File: src/rtl/imm_gen_pipe.sv
// Decode-stage immediate generator: extends the selected immediate field to XLEN
// and carries it, with a pass-through tag, through one registered stage with a skid entry.
module imm_gen_pipe #(
    parameter int XLEN  = 32,
    parameter int TAG_W = 8
) (
    input  logic             clk_i,
    input  logic             rst_ni,
    input  logic             in_valid_i,
    output logic             in_ready_o,
    input  logic [31:0]      instr_i,
    input  logic [2:0]       ImmSrc_i,
    input  logic [TAG_W-1:0] tag_i,
    output logic             out_valid_o,
    input  logic             out_ready_i,
    output logic [XLEN-1:0]  ImmOp_o,
    output logic [TAG_W-1:0] tag_o,
    output logic             illegal_o
);

    if (XLEN != 32 && XLEN != 64) begin : g_bad_xlen
        $error("imm_gen_pipe: XLEN must be 32 or 64");
    end
    if (TAG_W < 1) begin : g_bad_tag_w
        $error("imm_gen_pipe: TAG_W must be at least 1");
    end

    typedef enum logic [2:0] {
        IMM_I     = 3'd0,
        IMM_S     = 3'd1,
        IMM_B     = 3'd2,
        IMM_J     = 3'd3,
        IMM_U     = 3'd4,
        IMM_Z     = 3'd5,
        IMM_SHAMT = 3'd6,
        IMM_RSVD  = 3'd7
    } imm_src_e;

    typedef struct packed {
        logic [XLEN-1:0]  imm;
        logic [TAG_W-1:0] tag;
        logic             ill;
    } beat_t;

    // Handshake: a beat moves whenever valid and ready are both high on a rising
    // edge; a producer holds valid and data stable until it sees that edge.

    logic [31:0] field32;
    logic        sign_fill;
    logic        ill_c;
    logic [XLEN-1:0] imm_c;
    beat_t       new_beat;
    logic        unused_opcode;

    assign unused_opcode = ^instr_i[6:0];

    // Every format is first assembled as a 32-bit value, then widened to XLEN.
    always_comb begin
        field32   = 32'd0;
        sign_fill = 1'b1;
        ill_c     = 1'b0;
        unique case (imm_src_e'(ImmSrc_i))
            IMM_I: field32 = {{20{instr_i[31]}}, instr_i[31:20]};
            IMM_S: field32 = {{20{instr_i[31]}}, instr_i[31:25], instr_i[11:7]};
            IMM_B: field32 = {{20{instr_i[31]}}, instr_i[7], instr_i[30:25], instr_i[11:8], 1'b0};
            IMM_J: field32 = {{12{instr_i[31]}}, instr_i[19:12], instr_i[20], instr_i[30:21], 1'b0};
            IMM_U: field32 = {instr_i[31:12], 12'd0};
            IMM_Z: begin
                field32   = {27'd0, instr_i[19:15]};
                sign_fill = 1'b0;
            end
            IMM_SHAMT: begin
                sign_fill = 1'b0;
                if (XLEN == 64) begin
                    field32 = {26'd0, instr_i[25:20]};
                end else begin
                    field32 = {27'd0, instr_i[24:20]};
                    ill_c   = instr_i[25];
                end
            end
            IMM_RSVD: begin
                sign_fill = 1'b0;
                ill_c     = 1'b1;
            end
            default: begin
                sign_fill = 1'b0;
                ill_c     = 1'b1;
            end
        endcase
    end

    always_comb begin
        if (sign_fill) begin
            imm_c = XLEN'($signed(field32));
        end else begin
            imm_c = XLEN'(field32);
        end
    end

    assign new_beat = '{imm: imm_c, tag: tag_i, ill: ill_c};

    logic  or_valid_q, or_valid_d;
    beat_t or_q, or_d;
    logic  sk_valid_q, sk_valid_d;
    beat_t sk_q, sk_d;
    logic  in_ready_q, in_ready_d;
    logic  accept;

    assign accept = in_valid_i && in_ready_q;

    // The skid entry only fills while the output register is held, so when it is
    // valid it is always the oldest beat waiting behind the output register.
    always_comb begin
        or_valid_d = or_valid_q;
        or_d       = or_q;
        sk_valid_d = sk_valid_q;
        sk_d       = sk_q;
        if (!or_valid_q || out_ready_i) begin
            if (sk_valid_q) begin
                or_valid_d = 1'b1;
                or_d       = sk_q;
                sk_valid_d = accept;
                if (accept) begin
                    sk_d = new_beat;
                end
            end else begin
                or_valid_d = accept;
                if (accept) begin
                    or_d = new_beat;
                end
            end
        end else if (accept) begin
            sk_valid_d = 1'b1;
            sk_d       = new_beat;
        end
        in_ready_d = !sk_valid_d;
    end

    always_ff @(posedge clk_i or negedge rst_ni) begin
        if (!rst_ni) begin
            or_valid_q <= 1'b0;
            or_q       <= '0;
            sk_valid_q <= 1'b0;
            sk_q       <= '0;
            in_ready_q <= 1'b1;
        end else begin
            or_valid_q <= or_valid_d;
            or_q       <= or_d;
            sk_valid_q <= sk_valid_d;
            sk_q       <= sk_d;
            in_ready_q <= in_ready_d;
        end
    end

    assign in_ready_o  = in_ready_q;
    assign out_valid_o = or_valid_q;
    assign ImmOp_o     = or_q.imm;
    assign tag_o       = or_q.tag;
    assign illegal_o   = or_q.ill;

endmodule

File: config.mk
export PLATFORM = sky130hd
export DESIGN_NAME = imm_gen_pipe
export DESIGN_NICKNAME = d
export VERILOG_FILES = /design/src/rtl/imm_gen_pipe.sv
export SDC_FILE = /design/constraint.sdc
export NUM_CORES = 1
export LEC_CHECK = 0
export ABC_AREA = 1
export BUFFER_PORTS_ARGS = -buffer_cell sky130_fd_sc_hd__buf_2
export CAP_MARGIN = 20
export CORE_ASPECT_RATIO = 1.1
export CORE_UTILIZATION = 54
export DETAILED_ROUTE_END_ITERATION = 16
export PLACE_DENSITY_LB_ADDON = 0.3
export SETUP_SLACK_MARGIN = 0.4
export SLEW_MARGIN = 20
export SYNTH_ARGS = -nofsm -noshare
export SYNTH_HDL_FRONTEND = slang
export SYNTH_SLANG_ARGS = --single-unit
File: constraint.sdc
create_clock -name clk_i -period 1.7 [get_ports clk_i]
set_clock_uncertainty 0.1 [all_clocks]
set_input_delay 0.34 -clock clk_i [delete_from_list [all_inputs] [get_ports clk_i]]
set_output_delay 0.34 -clock clk_i [all_outputs]
set_load 0.1 [all_outputs]
==> run_results.csv, run 1 <==
group,metric,value,unit
yosys,seq_area_frac_synth,52.6,%
floorplanning,die_h,92.8,µm
global_route,grt_max_degree,86,
floorplanning,io_pins,90,
clock_tree,htreeDepth,3,
yosys,synth-seq-cells,85,
status,stop_stage,"global routing",
timing,worstEpCategory,"register input",
place,gpl.final_weighted_congestion,0.891,
clock_tree,cts_sinks,85,
global_route,grt_overflow_total,348,
yosys,syn_area_per_cell,7.95,µm²
place,placement.io_buffers,82,
yosys,ys_types,26,
status,outcome,"did not finish",
status,firstError,"[ERROR GRT-0232] Routing congestion too high. Check the congestion heatmap in the GUI.",
clock_tree,cts_root_buffer,"clkbuf_8",
global_route,track_usage,90.5,%
floorplanning,die_w,84.6,µm
yosys,yosysWarnings,0,
floorplanning,start_util,56.8,%
clock_tree,cts-buffers-inserted,9,
place,hpwl,6.72,mm
yosys,syn_inst,509,
yosys,syn-num-nets,556,
yosys,syn_area,4050,µm²
floorplanning,rows,32,
clock_tree,clk_path_buf_depth,2,
timing,crit_endpoint,"sk_q[38]$_DFFE_PN0P_/D",
-- layer usage --
layer	track usage [%]	GRT overflow
met1	87.3	0
met3	68.6	2
met4	101	98
met2	113	247
met5	17.5	1
-- cell families after synthesis --
| logic type | after synthesis | synth area share [%] |
|---|---|---|
| buf+inv | 62 | 7.76 |
| compound gates | 101 | 13.5 |
| flops | 85 | 52.6 |
| simple gates | 261 | 26.1 |
-- cells in the mapped netlist --
cell	count	area, µm²
nor2_4	1	11.3
a21oi_1	35	175
nor2_1	65	244
o211ai_1	1	7.51
clkbuf_1	6	22.5
nand2_2	3	18.8
o21ai_1	2	10.0
buf_6	6	67.6
inv_2	3	11.3
nand3_1	13	65.1
o22ai_1	1	6.26
a21oi_4	1	16.3
inv_1	27	101
inv_4	1	6.26
o21a_1	1	7.51
buf_4	4	30.0
dfstp_2	1	26.3
a31oi_1	20	125
nor3_1	1	5.00
nand4_1	10	62.6
buf_2	15	75.1
nand2_4	1	11.3
nand3_2	2	20.0
o21ai_0	40	200
nand2_1	165	619
dfrtp_1	84	2100
-- timing repair --
item	4_1_cts
hold buffers	1
buffers inserted	25
endpoints found under the hold margin	84
endpoints found under the setup margin	128
gates resized for setup	241
gates cloned	15
pin swaps	26
-- per-stage QoR --
step                instance area [µm²]  cells  util, %  setup WS (ns)  hold WS, ns
floorplan                          4160    509        -         0.0506      -0.0556
global placement                   4610    659     64.7         0.0777        0.311
detailed placement                 4610    659     64.7         0.0511        0.312
CTS                                6260    716     87.8         0.0597       0.0770
==> run 2, diff against run 1 <==
- CORE_ASPECT_RATIO: 1.1 -> default
- CORE_UTILIZATION: 54 -> 40
- PLACE_DENSITY_LB_ADDON: 0.3 -> 0.15
- SETUP_SLACK_MARGIN: 0.4 -> default
==> run_results.csv, run 2 <==
group,metric,value,unit
routing,post_drt_wl_per_cell,13.8,µm
routing,drc_errors,0,
finish,top_register,"sk_q",
floorplanning,coreArea,9770,µm²
clock_tree,post_cts.repair.setup_buffers,0,
timing,rsz0062_at_grt,"false",
finish,num-nets-final,637,
yosys,syn-num-nets,556,
timing,finalCriticalPeriod,1.63,ns
yosys,synth_top_cells_by_area,"dfrtp_1 (52%), nand2_1 (15%), nor2_1 (6.0%)",
yosys,synth-seq-cells,85,
worst_hold_path,min_path_type,"in -> reg",
timing,period_share,95.9,%
worst_hold_path,hp-start,"tag_i[0]",
timing,fin_ws,0.0690,ns
worst_setup_path,r2r_start,"in_ready_o",
yosys,syn_area,4050,µm²
place,gpl.final_weighted_congestion,0.876,
worst_setup_path,start_kind,"register",
yosys,seq_area_frac_synth,52.6,%
floorplanning,io_pins,90,
clock_tree,ctsResizeCount,0,
global_route,grt_pass1_vias,3374,
worst_setup_path,end_kind,"output pin",
worst_setup_path,crit_type,"reg -> out",
clock_tree,cts_tree,"yes",
finish,largest_reg_flops,41,
yosys,yosysTopAreaCell,"dfrtp_1",
floorplanning,rows,36,
place,hpwl,6.87,mm
clock_tree,clkTransAtPathRegs,0.10,ns
yosys,synth_edf_count,0,
yosys,ys_types,26,
timing,finalHoldViolCount,0,
yosys,yosysMostFrequentCell,"nand2_1",
worst_setup_path,max_stage_delay,0.42,ns
timing,tightest_slew,0.556,ns
status,outcome,"completed",
timing,relSlewSlack,63.0,%
clock_tree,cts_hold_buf,1,
timing,drv_slew,0,
finish,antenna_cells,0,
global_route,antenna_found_initial,0,
finish,nFillCells,994,
yosys,async_flop_share,100,%
finish,drive_gt1_share,22.0,%
timing,max_freq,0.613,GHz
place,placement.io_buffers,82,
place,place_ws,0.0901,ns
clock_tree,cts_root_buffer,"clkbuf_8",
worst_setup_path,crit_slowest_cell,"buf_2",
routing,drt-initial-drc-count,170,
global_route,grt_pass1_wl,16.6,mm
routing,num_vias,3596,
clock_tree,cts_sinks,85,
routing,wl,10.0,mm
floorplanning,die_area,10500,µm²
timing,tns,0,ns
yosys,synthFlopType,"dfrtp_1",
place,post_dp_cell_area,4670,µm²
timing,setup_violations,0,
yosys,synth_top_area_share,51.9,%
finish,final_cell_mix,"nand2_1 (164), dfrtp_1 (83), buf_2 (80)",
yosys,syn_inst,509,
finish,post-route-util,49.8,%
finish,stdcell_area,4870,µm²
floorplanning,die_w,103,µm
global_route,grt_max_degree,47,
routing,vias_per_cell,4.94,
global_route,track_usage,20.7,%
floorplanning,start_util,41.4,%
routing,ant_nets,0,
clock_tree,clk_path_buf_depth,2,
yosys,synthTopCellsByCount,"nand2_1 (165), dfrtp_1 (84), nor2_1 (65), o21ai_0 (40), a21oi_1 (35)",
yosys,yosysWarnings,0,
worst_setup_path,worstPathArrival,1.19,ns
clock_tree,insertion_delay,0.36,ns
global_route,grt_overflow_total,0,
flow_run,maxCapViolCount,0,
worst_setup_path,required,1.26,ns
finish,final_common_cell,"nand2_1",
worst_setup_path,path_cells,"buf_2",
worst_setup_path,cp_max_fo,2,
clock_tree,htreeDepth,3,
worst_setup_path,crit_start,"out_valid_o",
yosys,syn_area_per_cell,7.95,µm²
routing,drtPass1Iterations,5,
clock_tree,cts-buffers-inserted,9,
worst_setup_path,crit_buf_inv,1,
floorplanning,die_h,103,µm
worst_setup_path,crit_family,"buffers and inverters",
finish,area_growth,20.2,%
[run 2: final timing paths]
check	slack, ns	end	cells after the start
worst min-delay path	0.09	sk_q[1]	3
worst min register to register	0.38	ImmOp_o[3]	2
max in group asynchronous	0.60	ImmOp_o[20]	3
worst max register to register	0.10	tag_o[2]	7
min in group asynchronous	0.38	ImmOp_o[2]	3
worst max-delay path	0.07	out_valid_o	1
[run 2: cell type report]
| cell class | count | area, µm² | area share, % |
|---|---|---|---|
| Timing Repair Buffer | 101 | 648 | 13.3 |
| Multi-Input combinational cell | 362 | 1610 | 33.0 |
| Sequential cell | 85 | 2140 | 43.9 |
| Tap cell | 133 | 166 | 3.42 |
| Clock buffer | 10 | 138 | 2.83 |
| Clock inverter | 6 | 52.6 | 1.08 |
| Inverter | 31 | 119 | 2.44 |
[run 2: routing by layer]
layer | vias to the layer above | track usage [%] | part of all wire [%]
li1 | 1804 | - | -
met1 | 1693 | 28.4 | 46
met2 | 86 | 33.2 | 47
met3 | 13 | 3.12 | 5.0
met4 | 0 | 7.80 | 1.8
met5 | - | 0 | 0
[run 2: stage by stage]
stage | instances | hold slack, ns
floorplan | 509 | -0.0556
global placement | 711 | 0.227
detailed placement | 711 | 0.226
CTS | 728 | 0.0764
global route | 728 | 0.0921
finish | 728 | 0.0852
[run 2: cells by family after synthesis]
kind of cell | synth area share (%)
simple gates | 26.1
flops | 52.6
compound gates | 13.5
buf+inv | 7.76
[run 2: tightest hold or removal path, delay by kind of cell]
| kind | cells | cell delay (ns) |
|---|---|---|
| buf+inv | 1 | 0.09 |
| simple gates | 2 | 0.09 |
Power of run 2 is left out: the tool's default activity adds up to more than one toggle a clock period on the data nets, which glitch-free logic cannot reach.
==> run 3, diff against run 2 <==
- ABC_AREA: 1 -> 0
- SKIP_LAST_GASP: default -> 1
==> run_results.csv, run 3 <==
group,metric,value,unit
status,outcome,"finished with violations",
status,violations,"setup timing",
yosys,yosysMostFrequentCell,"dfrtp_1",
worst_setup_path,worstPathArrival,1.85,ns
clock_tree,insertion_delay,0.35,ns
yosys,seq_area_frac_synth,53.4,%
yosys,synth-seq-cells,85,
finish,num-nets-final,542,
routing,drtPass1Iterations,4,
timing,finalHoldViolCount,0,
routing,wl,9.91,mm
worst_hold_path,worstHoldEndpoint,"sk_q[4]",
routing,post_drt_wl_per_cell,15.7,µm
global_route,track_usage,19.6,%
yosys,ys_types,37,
worst_setup_path,end_kind,"register",
yosys,synthAdderAreaFrac,0,%
timing,max_freq,0.583,GHz
worst_setup_path,reg2reg_depth,5,
worst_hold_path,min_path_type,"in -> reg",
timing,rsz0062_at_grt,"true",
finish,top_register,"sk_q",
yosys,synthFlopType,"dfrtp_1",
finish,final_cell_mix,"dfrtp_1 (82), buf_2 (80), nand2_1 (71)",
place,gpl.final_weighted_congestion,0.826,
timing,setup_violations,5,
finish,final_common_cell,"dfrtp_1",
timing,period_share,101,%
worst_setup_path,r2r_start,"out_valid_o",
floorplanning,start_util,41.0,%
worst_hold_path,hp-start,"tag_i[3]",
worst_setup_path,required,1.83,ns
routing,vias_per_cell,5.08,
yosys,yosys.area_share.simple,12.8,%
global_route,grt_overflow_total,0,
place,post_dp_cell_area,4690,µm²
worst_hold_path,hold_depth,2,
clock_tree,cts-buffers-inserted,9,
yosys,syn_inst,403,
routing,drt-initial-drc-count,134,
global_route,grt_pass1_vias,2958,
yosys,syn_area_per_cell,9.89,µm²
floorplanning,die_w,102,µm
timing,finalCriticalPeriod,1.71,ns
flow_run,maxCapViolCount,0,
global_route,grt_pass1_wl,15.4,mm
yosys,synth-xor-area-share,0.408,%
timing,fin_ws,-0.0150,ns
clock_tree,cts_sinks,85,
place,placement.io_buffers,82,
worst_setup_path,start_kind,"register",
finish,stdcell_area,5000,µm²
timing,drv_slew,0,
yosys,yosysTopAreaCell,"dfrtp_1",
timing,tightest_slew,0.514,ns
clock_tree,cts_tree,"yes",
timing,relSlewSlack,65.7,%
yosys,synth_edf_count,0,
place,hpwl,6.74,mm
clock_tree,cts_root_buffer,"clkbuf_8",
clock_tree,clk_path_buf_depth,2,
floorplanning,rows,36,
worst_setup_path,r2r_slack,-0.01,ns
clock_tree,htreeDepth,3,
yosys,synth_compound_area_share,18.8,%
worst_setup_path,cp_max_fo,6,
clock_tree,clkTransAtPathRegs,0.08,ns
floorplanning,io_pins,90,
routing,drc_errors,0,
finish,antenna_cells,0,
finish,area_growth,25.4,%
worst_setup_path,crit_type,"reg -> reg",
yosys,syn-num-nets,450,
yosys,synth_top_area_share,52.7,%
global_route,grt_max_degree,47,
yosys,syn_area,3990,µm²
floorplanning,die_area,10400,µm²
finish,largest_reg_flops,41,
floorplanning,coreArea,9730,µm²
worst_setup_path,reg2reg_to,"sk_q[8]",
finish,drive_gt1_share,33.4,%
yosys,synthTopCellsByCount,"dfrtp_1 (84), nand2_1 (75), o21ai_0 (55), a21oi_1 (35), mux2_2 (24)",
yosys,async_flop_share,100,%
yosys,yosysWarnings,0,
routing,num_vias,3214,
place,place_ws,0.00958,ns
yosys,synth_top_cells_by_area,"dfrtp_1 (53%), nand2_1 (7.1%), o21ai_0 (6.9%)",
routing,ant_nets,0,
floorplanning,die_h,102,µm
yosys,synthMuxAreaShare,10.5,%
yosys,synth_top_family_by_area,"compound AO/OA/AOI/OAI gates",
global_route,antenna_found_initial,0,
run 3: changes by cell type in the layout (fill, tap and decap cells not counted), sizes merged, moves of 11 or more:
| cell | previous run | this run |
|---|---|---|
| nand2 | 169 | 75 |
| nor2 | 66 | 10 |
| inv | 34 | 1 |
| mux2 | 0 | 24 |
| a31oi | 20 | 0 |
| o21ai | 42 | 59 |
| mux2i | 0 | 15 |
| o211ai | 1 | 16 |
| buf | 100 | 111 |
run 3: critical path, stage by stage (launching register included):
cell      delay, ns
dfrtp_4        0.48
nor2b_4        0.15
o211ai_1       0.27
buf_4          0.16
buf_4          0.12
mux2_2         0.32
run 3: how the worst max path moves through the flow:
stage                  endpoint  slack, ns   startpoint  cells past startpoint
finish                  sk_q[8]      -0.01  out_valid_o                      5
global route           sk_q[30]      -0.07  out_valid_o                      6
CTS                    sk_q[18]       0.02  out_valid_o                      5
detailed placement     sk_q[22]       0.01  ImmSrc_i[2]                      6
global placement    ImmOp_o[23]       0.05  ImmSrc_i[1]                      6
floorplan               sk_q[3]      -0.13  out_valid_o                      5
run 3: through the flow:
step                util, %  TNS (ns)  hold WS [ns]  instances
finish                 51.4   -0.0563         0.138        633
global route           51.4     -1.84         0.126        633
CTS                    50.2         0         0.115        626
detailed placement     48.3         0         0.163        609
global placement       48.3         0         0.166        609
floorplan                 -     -3.35       -0.0556        403
run 3: layout make-up:
type                       instances  area [µm²]
clock buffer                      11         131
clock inverter                     5        52.6
fill                             941        4730
inverter                           1        3.75
multi-input combinational        284        1740
sequential                        85        2140
tap                              133         166
timing repair buffer             114         763
run 3: cells by family after synthesis:
group | count (synthesis)
AO/OA/AOI/OAI | 127
multiplexers | 39
flip-flops | 85
XOR/XNOR | 1
buffers and inverters | 34
AND/OR/NAND/NOR | 117
run 3: per-layer routing:
layer | track usage, % | routed length, µm | vias up
met2 | 31.2 | 4720 | 69
met4 | 6.92 | 105 | 0
met1 | 27.5 | 4680 | 1543
li1 | - | - | 1593
met5 | 0 | 0 | -
met3 | 2.94 | 397 | 9
run 3: repair_timing:
| item | in CTS | in global routing |
|---|---|---|
| setup buffers | 0 | 4 |
| gates resized for setup | 0 | 8 |
| endpoints found under the setup margin | 0 | 51 |
| hold buffers | 1 | 0 |
| endpoints found under the hold margin | 19 | 0 |
Power of run 3 is left out for the same reason.
